## config.mk

```make
export PLATFORM = sky130hd
export DESIGN_NAME = wb_bus_interconnect_flat
export DESIGN_NICKNAME = d
export VERILOG_FILES = /design/src/rtl/wb_bus_interconnect_pkg.sv /design/src/rtl/wb_bus_interconnect_if.sv /design/src/rtl/wb_bus_interconnect_addr_decoder.sv /design/src/rtl/wb_bus_interconnect.sv /design/src/flat_wrapper.sv
export SDC_FILE = /design/constraint.sdc
export NUM_CORES = 1
export LEC_CHECK = 0
export ABC_AREA = 1
export CORE_AREA = 2 2 143 145
export DETAILED_ROUTE_END_ITERATION = 8
export DIE_AREA = 0 0 145 147
export PLACE_DENSITY_LB_ADDON = 0.15
export SLEW_MARGIN = 20
export SYNTH_ARGS = -nofsm -noshare
export SYNTH_HDL_FRONTEND = slang
export SYNTH_HIERARCHICAL = 1
export SYNTH_SLANG_ARGS = --single-unit
```

## constraint.sdc

```tcl
create_clock -name clk_i -period 2.93 [get_ports clk_i]
set_clock_uncertainty 0.15 [all_clocks]
set_input_delay 0.586 -clock clk_i [delete_from_list [all_inputs] [get_ports clk_i]]
set_output_delay 0.586 -clock clk_i [all_outputs]
set_load 0.1 [all_outputs]
```

## src/rtl/wb_bus_interconnect_pkg.sv

```systemverilog
// Shared definitions for the Wishbone single-master interconnect.
//   DEF_AW / DEF_DW : default address / data widths
//   state_t         : interconnect FSM state encoding
//   cnt_width()     : bits needed to hold a counter value 0..max_val (never below 1)
package wb_bus_interconnect_pkg;

    localparam int DEF_AW = 32;
    localparam int DEF_DW = 32;

    typedef enum logic [1:0] {
        ST_IDLE   = 2'd0,
        ST_ACTIVE = 2'd1,
        ST_DECERR = 2'd2,
        ST_TOERR  = 2'd3
    } state_t;

    function automatic int cnt_width(input int max_val);
        return (max_val < 2) ? 1 : $clog2(max_val + 1);
    endfunction

endpackage

```

## src/rtl/wb_bus_interconnect_if.sv

```systemverilog
// Wishbone bus bundle between the control master, the interconnect and the slaves.
// Signal suffixes are relative to the interconnect (_i = into it, _o = out of it).
//   slave  : view taken by the interconnect (it is the slave of the control master)
//   master : mirror view for whatever drives the master request and the slave returns
//   m_*    : master-side request / response
//   s_*    : broadcast request copies, one-hot cyc/stb, flattened slave returns
interface wb_bus_interconnect_if
    import wb_bus_interconnect_pkg::*;
#(
    parameter int NUM_SLAVES = 4,
    parameter int AW         = DEF_AW,
    parameter int DW         = DEF_DW
);
    logic [AW-1:0]            m_addr_i;
    logic [DW-1:0]            m_dat_i;
    logic [DW-1:0]            m_dat_o;
    logic                     m_we_i;
    logic [DW/8-1:0]          m_sel_i;
    logic                     m_cyc_i;
    logic                     m_stb_i;
    logic                     m_lock_i;
    logic                     m_ack_o;
    logic                     m_err_o;
    logic                     m_rty_o;

    logic [AW-1:0]            s_addr_o;
    logic [DW-1:0]            s_dat_o;
    logic                     s_we_o;
    logic [DW/8-1:0]          s_sel_o;
    logic                     s_lock_o;
    logic [NUM_SLAVES-1:0]    s_cyc_o;
    logic [NUM_SLAVES-1:0]    s_stb_o;
    logic [NUM_SLAVES*DW-1:0] s_dat_i;
    logic [NUM_SLAVES-1:0]    s_ack_i;
    logic [NUM_SLAVES-1:0]    s_err_i;
    logic [NUM_SLAVES-1:0]    s_rty_i;

    modport slave (
        input  m_addr_i, m_dat_i, m_we_i, m_sel_i, m_cyc_i, m_stb_i, m_lock_i,
               s_dat_i, s_ack_i, s_err_i, s_rty_i,
        output m_dat_o, m_ack_o, m_err_o, m_rty_o,
               s_addr_o, s_dat_o, s_we_o, s_sel_o, s_lock_o, s_cyc_o, s_stb_o
    );

    modport master (
        output m_addr_i, m_dat_i, m_we_i, m_sel_i, m_cyc_i, m_stb_i, m_lock_i,
               s_dat_i, s_ack_i, s_err_i, s_rty_i,
        input  m_dat_o, m_ack_o, m_err_o, m_rty_o,
               s_addr_o, s_dat_o, s_we_o, s_sel_o, s_lock_o, s_cyc_o, s_stb_o
    );

endinterface

```

## src/rtl/wb_bus_interconnect_addr_decoder.sv

```systemverilog
// Combinational address decoder: compares the address against every base/mask
// window and reports the lowest-indexed hit (overlapping windows resolve to
// the lower index) plus a miss flag when no window matches.
//   addr : address to decode
//   idx  : index of the winning slave (0 on miss)
//   miss : no window matched
module wb_bus_interconnect_addr_decoder
    import wb_bus_interconnect_pkg::*;
#(
    parameter int                     NUM_SLAVES = 4,
    parameter int                     AW         = DEF_AW,
    parameter int                     IW         = 2,
    parameter logic [NUM_SLAVES*AW-1:0] SLV_BASE = '0,
    parameter logic [NUM_SLAVES*AW-1:0] SLV_MASK = '0
) (
    input  logic [AW-1:0] addr,
    output logic [IW-1:0] idx,
    output logic          miss
);

    logic [NUM_SLAVES-1:0] hit;

    always_comb begin
        hit = '0;
        for (int k = 0; k < NUM_SLAVES; k++) begin
            hit[k] = ((addr & SLV_MASK[k*AW +: AW]) == SLV_BASE[k*AW +: AW]);
        end
    end

    // Scan from the top so the lowest matching index is the last one written.
    always_comb begin
        idx = '0;
        for (int k = NUM_SLAVES - 1; k >= 0; k--) begin
            if (hit[k]) idx = IW'(k);
        end
    end

    assign miss = ~|hit;

endmodule

```

## src/rtl/wb_bus_interconnect.sv

```systemverilog
// Single-master / NUM_SLAVES-slave Wishbone classic interconnect.
// Decodes each beat, gates cyc/stb to the selected slave only, muxes the
// selected slave's returns back, and terminates misses and stalled slaves
// with a one-cycle err pulse, keeping an error count and last error address.
//   clk_i, rst_i    : clock, asynchronous active-high reset
//   bus             : Wishbone bundle (slave modport)
//   err_count_o     : saturating count of decode + timeout errors
//   last_err_addr_o : address of the most recent decode/timeout error
//
// state     | meaning
// ----------+-----------------------------------------------------------
// ST_IDLE   | no beat in flight; decode a new request, hold locked cyc
// ST_ACTIVE | beat forwarded to slave sel_q; timer watching for a stall
// ST_DECERR | address matched no window; err pulse to master
// ST_TOERR  | selected slave did not terminate in time; err pulse
module wb_bus_interconnect
    import wb_bus_interconnect_pkg::*;
#(
    parameter int                       NUM_SLAVES     = 4,
    parameter int                       AW             = DEF_AW,
    parameter int                       DW             = DEF_DW,
    parameter logic [NUM_SLAVES*AW-1:0] SLV_BASE       = {32'h0000_3000, 32'h0000_2000,
                                                          32'h0000_1000, 32'h0000_0000},
    parameter logic [NUM_SLAVES*AW-1:0] SLV_MASK       = {4{32'hFFFF_F000}},
    parameter int                       TIMEOUT_CYCLES = 255
) (
    input  logic                 clk_i,
    input  logic                 rst_i,
    wb_bus_interconnect_if.slave bus,
    output logic [7:0]           err_count_o,
    output logic [AW-1:0]        last_err_addr_o
);

    localparam int IW = cnt_width(NUM_SLAVES - 1);
    localparam int TW = cnt_width(TIMEOUT_CYCLES);

    state_t          state_q;
    logic [IW-1:0]   sel_q;
    logic [TW-1:0]   timer_q;
    logic            lock_q;

    logic [IW-1:0]   dec_idx;
    logic            dec_miss;
    logic            sel_ack, sel_err, sel_rty;
    logic [DW-1:0]   sel_dat;
    logic            active, idle, req, slv_term, lock_hold;

    wb_bus_interconnect_addr_decoder #(
        .NUM_SLAVES (NUM_SLAVES),
        .AW         (AW),
        .IW         (IW),
        .SLV_BASE   (SLV_BASE),
        .SLV_MASK   (SLV_MASK)
    ) u_dec (
        .addr (bus.m_addr_i),
        .idx  (dec_idx),
        .miss (dec_miss)
    );

    assign active   = (state_q == ST_ACTIVE);
    assign idle     = (state_q == ST_IDLE);
    assign req      = bus.m_cyc_i & bus.m_stb_i;
    assign slv_term = req & (sel_ack | sel_err | sel_rty);
    // A locked slave keeps cyc in IDLE until the master lets go of cyc or
    // strobes a beat that will land somewhere else.
    assign lock_hold = lock_q & bus.m_cyc_i &
                       ~(bus.m_stb_i & (dec_miss | (dec_idx != sel_q)));

    always_comb begin
        sel_ack = 1'b0;
        sel_err = 1'b0;
        sel_rty = 1'b0;
        sel_dat = '0;
        for (int k = 0; k < NUM_SLAVES; k++) begin
            if (sel_q == IW'(k)) begin
                sel_ack = bus.s_ack_i[k];
                sel_err = bus.s_err_i[k];
                sel_rty = bus.s_rty_i[k];
                sel_dat = bus.s_dat_i[k*DW +: DW];
            end
        end
    end

    always_comb begin
        bus.s_cyc_o = '0;
        bus.s_stb_o = '0;
        for (int k = 0; k < NUM_SLAVES; k++) begin
            if (sel_q == IW'(k)) begin
                bus.s_cyc_o[k] = (active & bus.m_cyc_i) | (idle & lock_hold);
                bus.s_stb_o[k] = active & req;
            end
        end
    end

    assign bus.s_addr_o = bus.m_addr_i;
    assign bus.s_dat_o  = bus.m_dat_i;
    assign bus.s_we_o   = bus.m_we_i;
    assign bus.s_sel_o  = bus.m_sel_i;
    assign bus.s_lock_o = bus.m_lock_i;

    assign bus.m_ack_o = active & req & sel_ack;
    assign bus.m_rty_o = active & req & sel_rty;
    assign bus.m_err_o = (active & req & sel_err) |
                         (state_q == ST_DECERR) | (state_q == ST_TOERR);
    assign bus.m_dat_o = active ? sel_dat : '0;

    // The stall timer is a down-counter loaded on entry to ACTIVE; reaching
    // the terminal count of 1 without a termination ends the beat.
    always_ff @(posedge clk_i or posedge rst_i) begin
        if (rst_i) begin
            state_q         <= ST_IDLE;
            sel_q           <= '0;
            timer_q         <= '0;
            lock_q          <= 1'b0;
            err_count_o     <= '0;
            last_err_addr_o <= '0;
        end else begin
            case (state_q)
                ST_IDLE: begin
                    if (!bus.m_cyc_i) lock_q <= 1'b0;
                    if (req) begin
                        if (dec_miss) begin
                            lock_q  <= 1'b0;
                            state_q <= ST_DECERR;
                        end else begin
                            if (dec_idx != sel_q) lock_q <= 1'b0;
                            sel_q   <= dec_idx;
                            timer_q <= TW'(TIMEOUT_CYCLES);
                            state_q <= ST_ACTIVE;
                        end
                    end
                end
                ST_ACTIVE: begin
                    if (!bus.m_cyc_i) begin
                        lock_q  <= 1'b0;
                        state_q <= ST_IDLE;
                    end else if (slv_term) begin
                        lock_q  <= bus.m_lock_i;
                        state_q <= ST_IDLE;
                    end else if ((TIMEOUT_CYCLES != 0) && (timer_q == TW'(1))) begin
                        state_q <= ST_TOERR;
                    end else begin
                        timer_q <= timer_q - TW'(1);
                    end
                end
                ST_DECERR, ST_TOERR: begin
                    last_err_addr_o <= bus.m_addr_i;
                    if (err_count_o != 8'hFF) err_count_o <= err_count_o + 8'd1;
                    state_q <= ST_IDLE;
                end
                default: state_q <= ST_IDLE;
            endcase
        end
    end

endmodule

```

## src/flat_wrapper.sv

```systemverilog
// flat-port wrapper written by rule: the top's interface ports become plain ports
module wb_bus_interconnect_flat import wb_bus_interconnect_pkg::*;
#(
    parameter int                       NUM_SLAVES     = 4,
    parameter int                       AW             = DEF_AW,
    parameter int                       DW             = DEF_DW,
    parameter logic [NUM_SLAVES*AW-1:0] SLV_BASE       = {32'h0000_3000, 32'h0000_2000,
                                                          32'h0000_1000, 32'h0000_0000},
    parameter logic [NUM_SLAVES*AW-1:0] SLV_MASK       = {4{32'hFFFF_F000}},
    parameter int                       TIMEOUT_CYCLES = 255
)
  (clk_i, rst_i, err_count_o, last_err_addr_o, bus_m_addr_i, bus_m_dat_i, bus_m_we_i, bus_m_sel_i, bus_m_cyc_i, bus_m_stb_i, bus_m_lock_i, bus_s_dat_i, bus_s_ack_i, bus_s_err_i, bus_s_rty_i, bus_m_dat_o, bus_m_ack_o, bus_m_err_o, bus_m_rty_o, bus_s_addr_o, bus_s_dat_o, bus_s_we_o, bus_s_sel_o, bus_s_lock_o, bus_s_cyc_o, bus_s_stb_o);
  wb_bus_interconnect_if #(.NUM_SLAVES(NUM_SLAVES), .AW(AW), .DW(DW)) bus_i ();
  input  logic clk_i;
  input  logic rst_i;
  output logic [7:0] err_count_o;
  output logic [AW-1:0] last_err_addr_o;
  input wire logic [$bits(bus_i.m_addr_i)-1:0] bus_m_addr_i;
  input wire logic [$bits(bus_i.m_dat_i)-1:0] bus_m_dat_i;
  input wire logic [$bits(bus_i.m_we_i)-1:0] bus_m_we_i;
  input wire logic [$bits(bus_i.m_sel_i)-1:0] bus_m_sel_i;
  input wire logic [$bits(bus_i.m_cyc_i)-1:0] bus_m_cyc_i;
  input wire logic [$bits(bus_i.m_stb_i)-1:0] bus_m_stb_i;
  input wire logic [$bits(bus_i.m_lock_i)-1:0] bus_m_lock_i;
  input wire logic [$bits(bus_i.s_dat_i)-1:0] bus_s_dat_i;
  input wire logic [$bits(bus_i.s_ack_i)-1:0] bus_s_ack_i;
  input wire logic [$bits(bus_i.s_err_i)-1:0] bus_s_err_i;
  input wire logic [$bits(bus_i.s_rty_i)-1:0] bus_s_rty_i;
  output wire logic [$bits(bus_i.m_dat_o)-1:0] bus_m_dat_o;
  output wire logic [$bits(bus_i.m_ack_o)-1:0] bus_m_ack_o;
  output wire logic [$bits(bus_i.m_err_o)-1:0] bus_m_err_o;
  output wire logic [$bits(bus_i.m_rty_o)-1:0] bus_m_rty_o;
  output wire logic [$bits(bus_i.s_addr_o)-1:0] bus_s_addr_o;
  output wire logic [$bits(bus_i.s_dat_o)-1:0] bus_s_dat_o;
  output wire logic [$bits(bus_i.s_we_o)-1:0] bus_s_we_o;
  output wire logic [$bits(bus_i.s_sel_o)-1:0] bus_s_sel_o;
  output wire logic [$bits(bus_i.s_lock_o)-1:0] bus_s_lock_o;
  output wire logic [$bits(bus_i.s_cyc_o)-1:0] bus_s_cyc_o;
  output wire logic [$bits(bus_i.s_stb_o)-1:0] bus_s_stb_o;
  assign bus_i.m_addr_i = bus_m_addr_i;
  assign bus_i.m_dat_i = bus_m_dat_i;
  assign bus_i.m_we_i = bus_m_we_i;
  assign bus_i.m_sel_i = bus_m_sel_i;
  assign bus_i.m_cyc_i = bus_m_cyc_i;
  assign bus_i.m_stb_i = bus_m_stb_i;
  assign bus_i.m_lock_i = bus_m_lock_i;
  assign bus_i.s_dat_i = bus_s_dat_i;
  assign bus_i.s_ack_i = bus_s_ack_i;
  assign bus_i.s_err_i = bus_s_err_i;
  assign bus_i.s_rty_i = bus_s_rty_i;
  assign bus_m_dat_o = bus_i.m_dat_o;
  assign bus_m_ack_o = bus_i.m_ack_o;
  assign bus_m_err_o = bus_i.m_err_o;
  assign bus_m_rty_o = bus_i.m_rty_o;
  assign bus_s_addr_o = bus_i.s_addr_o;
  assign bus_s_dat_o = bus_i.s_dat_o;
  assign bus_s_we_o = bus_i.s_we_o;
  assign bus_s_sel_o = bus_i.s_sel_o;
  assign bus_s_lock_o = bus_i.s_lock_o;
  assign bus_s_cyc_o = bus_i.s_cyc_o;
  assign bus_s_stb_o = bus_i.s_stb_o;
  wb_bus_interconnect #(.NUM_SLAVES(NUM_SLAVES), .AW(AW), .DW(DW), .SLV_BASE(SLV_BASE), .SLV_MASK(SLV_MASK), .TIMEOUT_CYCLES(TIMEOUT_CYCLES)) u_core (.clk_i(clk_i), .rst_i(rst_i), .bus(bus_i), .err_count_o(err_count_o), .last_err_addr_o(last_err_addr_o));
endmodule
```

==> flow_metrics.env, run 1 <==
export IMPL_yosysUniqueCellTypes=40
export IMPL_design_area_um2=8200
export IMPL_synthesis_nets=847
export IMPL_r2r_end="u_core/timer_q[7]"
export IMPL_via_per_inst=4.28
export IMPL_hpwl_um=14500
export IMPL_stdcell_count=1140
export IMPL_vias=4881
export IMPL_cp_common_cell="nor2_4"
export IMPL_root_buffer="clkbuf_16"
export IMPL_numCtsBuffers=5
export IMPL_fp_coreArea_um2=19800
export IMPL_grt_pass1_vias=4916
export IMPL_fillCellCount=2000
export IMPL_worstPathCellList="dlygate4sd2_1 > nor2_2 > nand2_2 > nor2_4 > nand3_4 > buf_4 > nor2_4 > o2111ai_2 > a21oi_2 > a21oi_4 > buf_12 > nor2_4 > buf_12"
export IMPL_crit_fanout=4
export IMPL_final_common_cell="nand2_1"
export IMPL_violations="setup timing"
export IMPL_hp_class="register to register"
export IMPL_worst_pin_slew_ns=0.447
export IMPL_fin_util_pct=41.3
export IMPL_placed_area_um2=7920
export IMPL_cap_violations=0
export IMPL_slew_headroom_pct=70.1
export IMPL_crit_slowest_cell="dlygate4sd2_1"
export IMPL_post_place_ws_ns=-0.520
export IMPL_grt_use_total_pct=16.5
export IMPL_synth_yosys_warnings=6
export IMPL_switchingPower_mw=3.27
export IMPL_rsz0062_at_grt="yes"
export IMPL_slew_violations=0
export IMPL_nNetsFinal=1086
export IMPL_power_frac_comb_pct=66.2
export IMPL_max_stage_delay_ns=0.25
export IMPL_end_kind="primary output"
export IMPL_period_minus_slack_ns=3.08
export IMPL_start_util_pct=21.4
export IMPL_fmax_mhz=324
export IMPL_power_share_clock_pct=12.5
export IMPL_gp_congestion=0.809
export IMPL_power_leakage_nw=3.87
export IMPL_die_w_um=145
export IMPL_whs_ns=0.323
export IMPL_netlist_area_um2=4250
export IMPL_final_cell_mix="174 x nand2_1, 158 x clkdlybuf4s50_1, 80 x buf_4, 77 x buf_12, 63 x nand3_1"
export IMPL_worstReg2RegStart="u_core/sel_q[0]"
export IMPL_grt_max_degree=35
export IMPL_die_area_um2=21300
export IMPL_die_height_um=147
export IMPL_fin_setup_tns_ns=-0.605
export IMPL_cts_sinks=53
export IMPL_dp_cells=1132
export IMPL_drc=0
export IMPL_irDropWorstVdd_v=0.000800
export IMPL_grt_overflow_total=0
export IMPL_clock_path_buffers=2
export IMPL_endpoint="bus_s_cyc_o[2]"
export IMPL_fin_ws_ns=-0.152
export IMPL_firstDrtPassIters=5
export IMPL_detail_route_wl_per_cell_um=15.9
export IMPL_cts_tree="done"
export IMPL_critPathArrivalTime_ns=2.35
export IMPL_hold_violations=0
export IMPL_start_kind="input port"
export IMPL_syn2layout_area_growth_pct=93.2
export IMPL_htreeDepth=2
export IMPL_io_buffer_count=292
export IMPL_num_rows=52
export IMPL_synth_seq_area_share_pct=31.2
export IMPL_ys_ff_latch=53
export IMPL_p_sw_share_pct=58.4
export IMPL_grt_pass1_wl_um=28000
export IMPL_synth_cells=630
export IMPL_avgSynthCellArea_um2=6.74
export IMPL_power_mw=5.60
export IMPL_p_seq_share_pct=21.4
export IMPL_worstSetupStartpoint="bus_m_addr_i[20]"
export IMPL_path_clk_slew_ns=0.07
export IMPL_rrSetupSlack_ns=0.73
export IMPL_ios=367
export IMPL_p_int_mw=2.33
export IMPL_reg2regPathDepth=10
export IMPL_clk_latency_ns=0.30
export IMPL_setup_viol=4
export IMPL_critPathKind="input port to primary output"
export IMPL_required_ns=2.19
export IMPL_drt_iter0_drc=156
export IMPL_wl_um=18100
export IMPL_fin_crit_sh_pct=105
export IMPL_drive_gt1_share_pct=25.9
export IMPL_status="finished with violations"
export IMPL_grt_antenna_before_repair=0
export IMPL_p_per_area_nw_per_um2=683
export IMPL_antenna_left=0
export IMPL_diodes=0
-- state kept, by name, indices dropped and copies added (netlist names) --
signal and cells:
u_core/err_count_o 8, u_core/last_err_addr_o 32, u_core/lock_q 1, u_core/sel_q 2, u_core/state_q 2, u_core/timer_q 8
-- synth_stat cells, drive strengths merged --
| cell | instances | area (um^2) |
|---|---|---|
| a21boi | 1 | 7.51 |
| a21oi | 13 | 65.1 |
| and2 | 1 | 6.26 |
| buf | 87 | 618 |
| clkbuf | 14 | 53.8 |
| clkinv | 1 | 3.75 |
| dfrtp | 53 | 1330 |
| ha | 3 | 37.5 |
| inv | 50 | 188 |
| nand2 | 181 | 692 |
| nand3 | 66 | 345 |
| nand3b | 1 | 7.51 |
| nand4 | 3 | 33.8 |
| nor2 | 50 | 203 |
| nor3 | 1 | 5.00 |
| nor4 | 1 | 12.5 |
| o2111ai | 1 | 8.76 |
| o211ai | 18 | 135 |
| o21a | 3 | 22.5 |
| o21ai | 49 | 245 |
| o21bai | 7 | 52.6 |
| o22ai | 14 | 87.6 |
| or2 | 5 | 31.3 |
| or3 | 1 | 6.26 |
| xnor2 | 3 | 26.3 |
| xor2 | 3 | 26.3 |
-- final cells by class --
class	instances	area (um^2)	share of cell area, %
Sequential cell	53	1330	16.2
Inverter	51	196	2.39
Tap cell	270	338	4.12
Timing Repair Buffer	333	3950	48.1
Clock inverter	1	30.0	0.366
Clock buffer	7	143	1.74
Multi-Input combinational cell	425	2220	27.1
-- logic make-up (layout without fill, tap and decap cells) --
| family | count (synthesis) | after routing | share of synthesized area [%] |
|---|---|---|---|
| compound gates | 106 | 106 | 14.7 |
| flops | 53 | 53 | 31.2 |
| buf+inv | 152 | 392 | 20.3 |
| simple gates | 310 | 310 | 31.6 |
| xor+xnor | 6 | 6 | 1.24 |
| fa+ha+maj | 3 | 3 | 0.884 |
-- metal layers --
metal  up-vias  track usage [%]  wire length (um)
met4         0             3.22               192
li1       2452                -                 -
met2       235             29.2              8900
met1      2183             20.0              7560
met3        11             4.97              1440
met5         -                0                 0
-- timing repair --
action,CTS,global route
hold buffers,0,0
setup buffers,1,1
resized for setup,4,37
pin swaps,6,17
endpoints found under the setup margin,4,9
-- how the worst min path moves through the flow --
stage                                 end                        from  slack (ns)  cells past startpoint
5_1_grt         u_core/last_err_addr_o[9]   u_core/last_err_addr_o[9]        0.34                      2
6_report       u_core/last_err_addr_o[28]  u_core/last_err_addr_o[28]        0.32                      2
4_1_cts        u_core/last_err_addr_o[28]  u_core/last_err_addr_o[28]        0.33                      2
2_1_floorplan           u_core/timer_q[1]           u_core/timer_q[1]        0.30                      2
3_3_place_gp   u_core/last_err_addr_o[21]  u_core/last_err_addr_o[21]        0.31                      2
3_5_place_dp   u_core/last_err_addr_o[28]  u_core/last_err_addr_o[28]        0.31                      2
-- power groups by stage --
| stage | clock network (mW) | registers, mW | logic (mW) |
|---|---|---|---|
| after CTS | 0.729 | 1.20 | 3.75 |
| after floorplan | 0 | 3.01 | 1.12 |
| final | 0.698 | 1.20 | 3.71 |
| after global placement | 0 | 1.20 | 3.74 |
| after detailed placement | 0 | 1.20 | 3.75 |
| after global routing | 0.755 | 1.24 | 3.89 |
-- worst max-delay path, delay by kind of cell --
kind,cells,cell delay [ns]
buffers and inverters,4,0.74
AOI/OAI and AO/OA,3,0.42
and+or+nand+nor,6,0.59
Power figures use the tool's default switching activity.
==> run 2: changes to the inputs <==
--- a/config.mk
+++ b/config.mk
@@ -6,9 +6,9 @@
 export NUM_CORES = 1
 export LEC_CHECK = 0
 export ABC_AREA = 1
-export CORE_AREA = 2 2 143 145
+export CORE_AREA = 2 2 144 146
 export DETAILED_ROUTE_END_ITERATION = 8
-export DIE_AREA = 0 0 145 147
+export DIE_AREA = 0 0 146 148
 export PLACE_DENSITY_LB_ADDON = 0.15
 export SLEW_MARGIN = 20
 export SYNTH_ARGS = -nofsm -noshare
==> constraint.sdc (replaced) <==
create_clock -name clk_i -period 2.7 [get_ports clk_i]
set_clock_uncertainty 0.15 [all_clocks]
set_input_delay 0.54 -clock clk_i [delete_from_list [all_inputs] [get_ports clk_i]]
set_output_delay 0.54 -clock clk_i [all_outputs]
set_load 0.1 [all_outputs]
==> flow_metrics.env, run 2 (synthesis gave the netlist of run 1 again) <==
export IMPL_status="finished with violations"
export IMPL_violations="setup timing"
export IMPL_hold_depth=2
export IMPL_numCtsBuffers=5
export IMPL_crit_slowest_cell="or2_1"
export IMPL_fin_ws_ns=-0.267
export IMPL_fmax_mhz=337
export IMPL_fin_crit_sh_pct=110
export IMPL_detail_route_wl_per_cell_um=16.5
export IMPL_via_per_inst=4.27
export IMPL_grt_max_degree=54
export IMPL_power_leakage_nw=3.73
export IMPL_slew_violations=0
export IMPL_wl_um=18800
export IMPL_fin_setup_tns_ns=-1.05
export IMPL_cts_tree="done"
export IMPL_switchingPower_mw=3.54
export IMPL_grt_use_total_pct=16.5
export IMPL_antenna_left=0
export IMPL_largest_register_ffs=32
export IMPL_p_per_area_nw_per_um2=734
export IMPL_cap_violations=0
export IMPL_grt_pass1_wl_um=28300
export IMPL_drive_gt1_share_pct=27.8
export IMPL_end_kind="primary output"
export IMPL_die_height_um=148
export IMPL_diodes=0
export IMPL_start_util_pct=21.2
export IMPL_worstPathCellList="buf_6 > or2_1 > nor2_2 > nand3_4 > nor2_4 > inv_2 > nand2_2 > o2111ai_2 > a21oi_2 > a21oi_4 > buf_12 > nor2_4 > buf_12"
export IMPL_top_regs="u_core/last_err_addr_o (32), u_core/err_count_o (8), u_core/timer_q (8)"
export IMPL_required_ns=2.01
export IMPL_cts_sinks=53
export IMPL_die_area_um2=21600
export IMPL_critPathArrivalTime_ns=2.28
export IMPL_hold_buffers=0
export IMPL_root_buffer="clkbuf_16"
export IMPL_max_stage_delay_ns=0.23
export IMPL_p_seq_share_pct=21.8
export IMPL_power_mw=5.98
export IMPL_register_area_um2=1330
export IMPL_p_int_mw=2.43
export IMPL_crit_fanout=4
export IMPL_final_common_cell="nand2_1"
export IMPL_clk_latency_ns=0.29
export IMPL_whs_ns=0.320
export IMPL_syn2layout_area_growth_pct=91.8
export IMPL_power_share_clock_pct=10.9
export IMPL_io_buffer_count=292
export IMPL_vias=4870
export IMPL_ios=367
export IMPL_hold_violations=0
export IMPL_regMostFlops="u_core/last_err_addr_o"
export IMPL_worst_pin_slew_ns=0.452
export IMPL_grt_antenna_before_repair=0
export IMPL_slew_headroom_pct=69.9
export IMPL_multi_input_area_um2=2240
export IMPL_period_minus_slack_ns=2.97
export IMPL_drt_iter0_drc=151
export IMPL_path_clk_slew_ns=0.07
export IMPL_setup_viol=4
export IMPL_htreeDepth=2
export IMPL_hpwl_um=14700
export IMPL_gp_congestion=0.796
export IMPL_nNetsFinal=1087
export IMPL_drc=0
export IMPL_p_sw_share_pct=59.3
export IMPL_fp_coreArea_um2=20000
export IMPL_post_place_ws_ns=-0.634
export IMPL_final_cell_mix="176 x nand2_1, 156 x clkdlybuf4s50_1, 79 x buf_12, 76 x buf_4, 63 x nand3_1"
export IMPL_die_w_um=146
export IMPL_hp_class="register to register"
export IMPL_fillCellCount=2114
export IMPL_critPathKind="input port to primary output"
export IMPL_clock_path_buffers=2
export IMPL_firstDrtPassIters=4
export IMPL_num_rows=52
export IMPL_irDropWorstVdd_v=0.00104
export IMPL_start_kind="input port"
export IMPL_power_frac_comb_pct=67.3
export IMPL_grt_overflow_total=0
export IMPL_rsz0062_at_grt="yes"
export IMPL_reg2regPathDepth=11
export IMPL_grt_pass1_vias=4848
==> run 2: cell count changes in the layout (fill, tap and decap cells not counted), sizes merged <==
cell,delta
dlymetal6s2s,-17
buf,+12
bufinv,-1
clkdlybuf4s50,-2
dlygate4sd2,+1
clkbuf,+6
clkdlybuf4s15,+2
==> run 2: final timing paths <==
check	slack (ns)	end	startpoint
max	-0.27	bus_s_cyc_o[3]	bus_m_addr_i[28]
min	0.32	u_core/last_err_addr_o[17]	u_core/last_err_addr_o[17]
max reg2reg	0.63	u_core/timer_q[3]	u_core/sel_q[0]
min reg2reg	0.32	u_core/last_err_addr_o[17]	u_core/last_err_addr_o[17]
max in group asynchronous	1.68	u_core/sel_q[0]	rst_i
min in group asynchronous	0.46	u_core/err_count_o[5]	rst_i
==> run 2: routing by layer <==
| layer | up-vias | wire length, um | share of wire, % | global-route usage, % |
|---|---|---|---|---|
| met2 | 217 | 9140 | 49 | 28.5 |
| met3 | 12 | 1500 | 8.0 | 4.72 |
| met4 | 0 | 131 | 0.70 | 2.67 |
| met1 | 2190 | 8000 | 43 | 21.0 |
| met5 | - | 0 | 0 | 0 |
| li1 | 2451 | - | - | - |
==> run 2: final cells by class <==
type	instances	share of cell area, %
clock buffers	8	1.80
inverters	51	2.44
multi-input cells	425	27.5
flip-flops and latches	53	16.3
well taps	270	4.15
repair buffers	334	47.8
==> run 2: metrics by stage <==
step | util (%) | instance area, um^2 | std cells
after floorplan | - | 4370 | 630
final | 40.6 | 8140 | 1141
after global placement | 39.7 | 7950 | 1129
after detailed placement | 39.7 | 7950 | 1129
after CTS | 40.4 | 8100 | 1139
after global routing | 40.6 | 8140 | 1141
==> run 2: timing repair <==
action / CTS / global route
buffers inserted: 3 / 1
pin swaps: 20 / 7
gates resized for setup: 73 / 17
endpoints found under the setup margin: 4 / 18
gates cloned: 0 / 1
==> run 2: power by group through the flow <==
stage	logic (mW)	registers, mW	clock network, mW
finish	4.02	1.30	0.654
global route	4.22	1.34	0.712
CTS	4.07	1.30	0.683
detailed placement	4.07	1.31	0
global placement	4.07	1.30	0
floorplan	1.21	3.26	0
==> run 2: worst max-delay path, delay by kind of cell <==
kind                   cells  cell delay [ns]
buffers and inverters      4             0.47
AO/OA/AOI/OAI              3             0.43
AND/OR/NAND/NOR            6             0.83
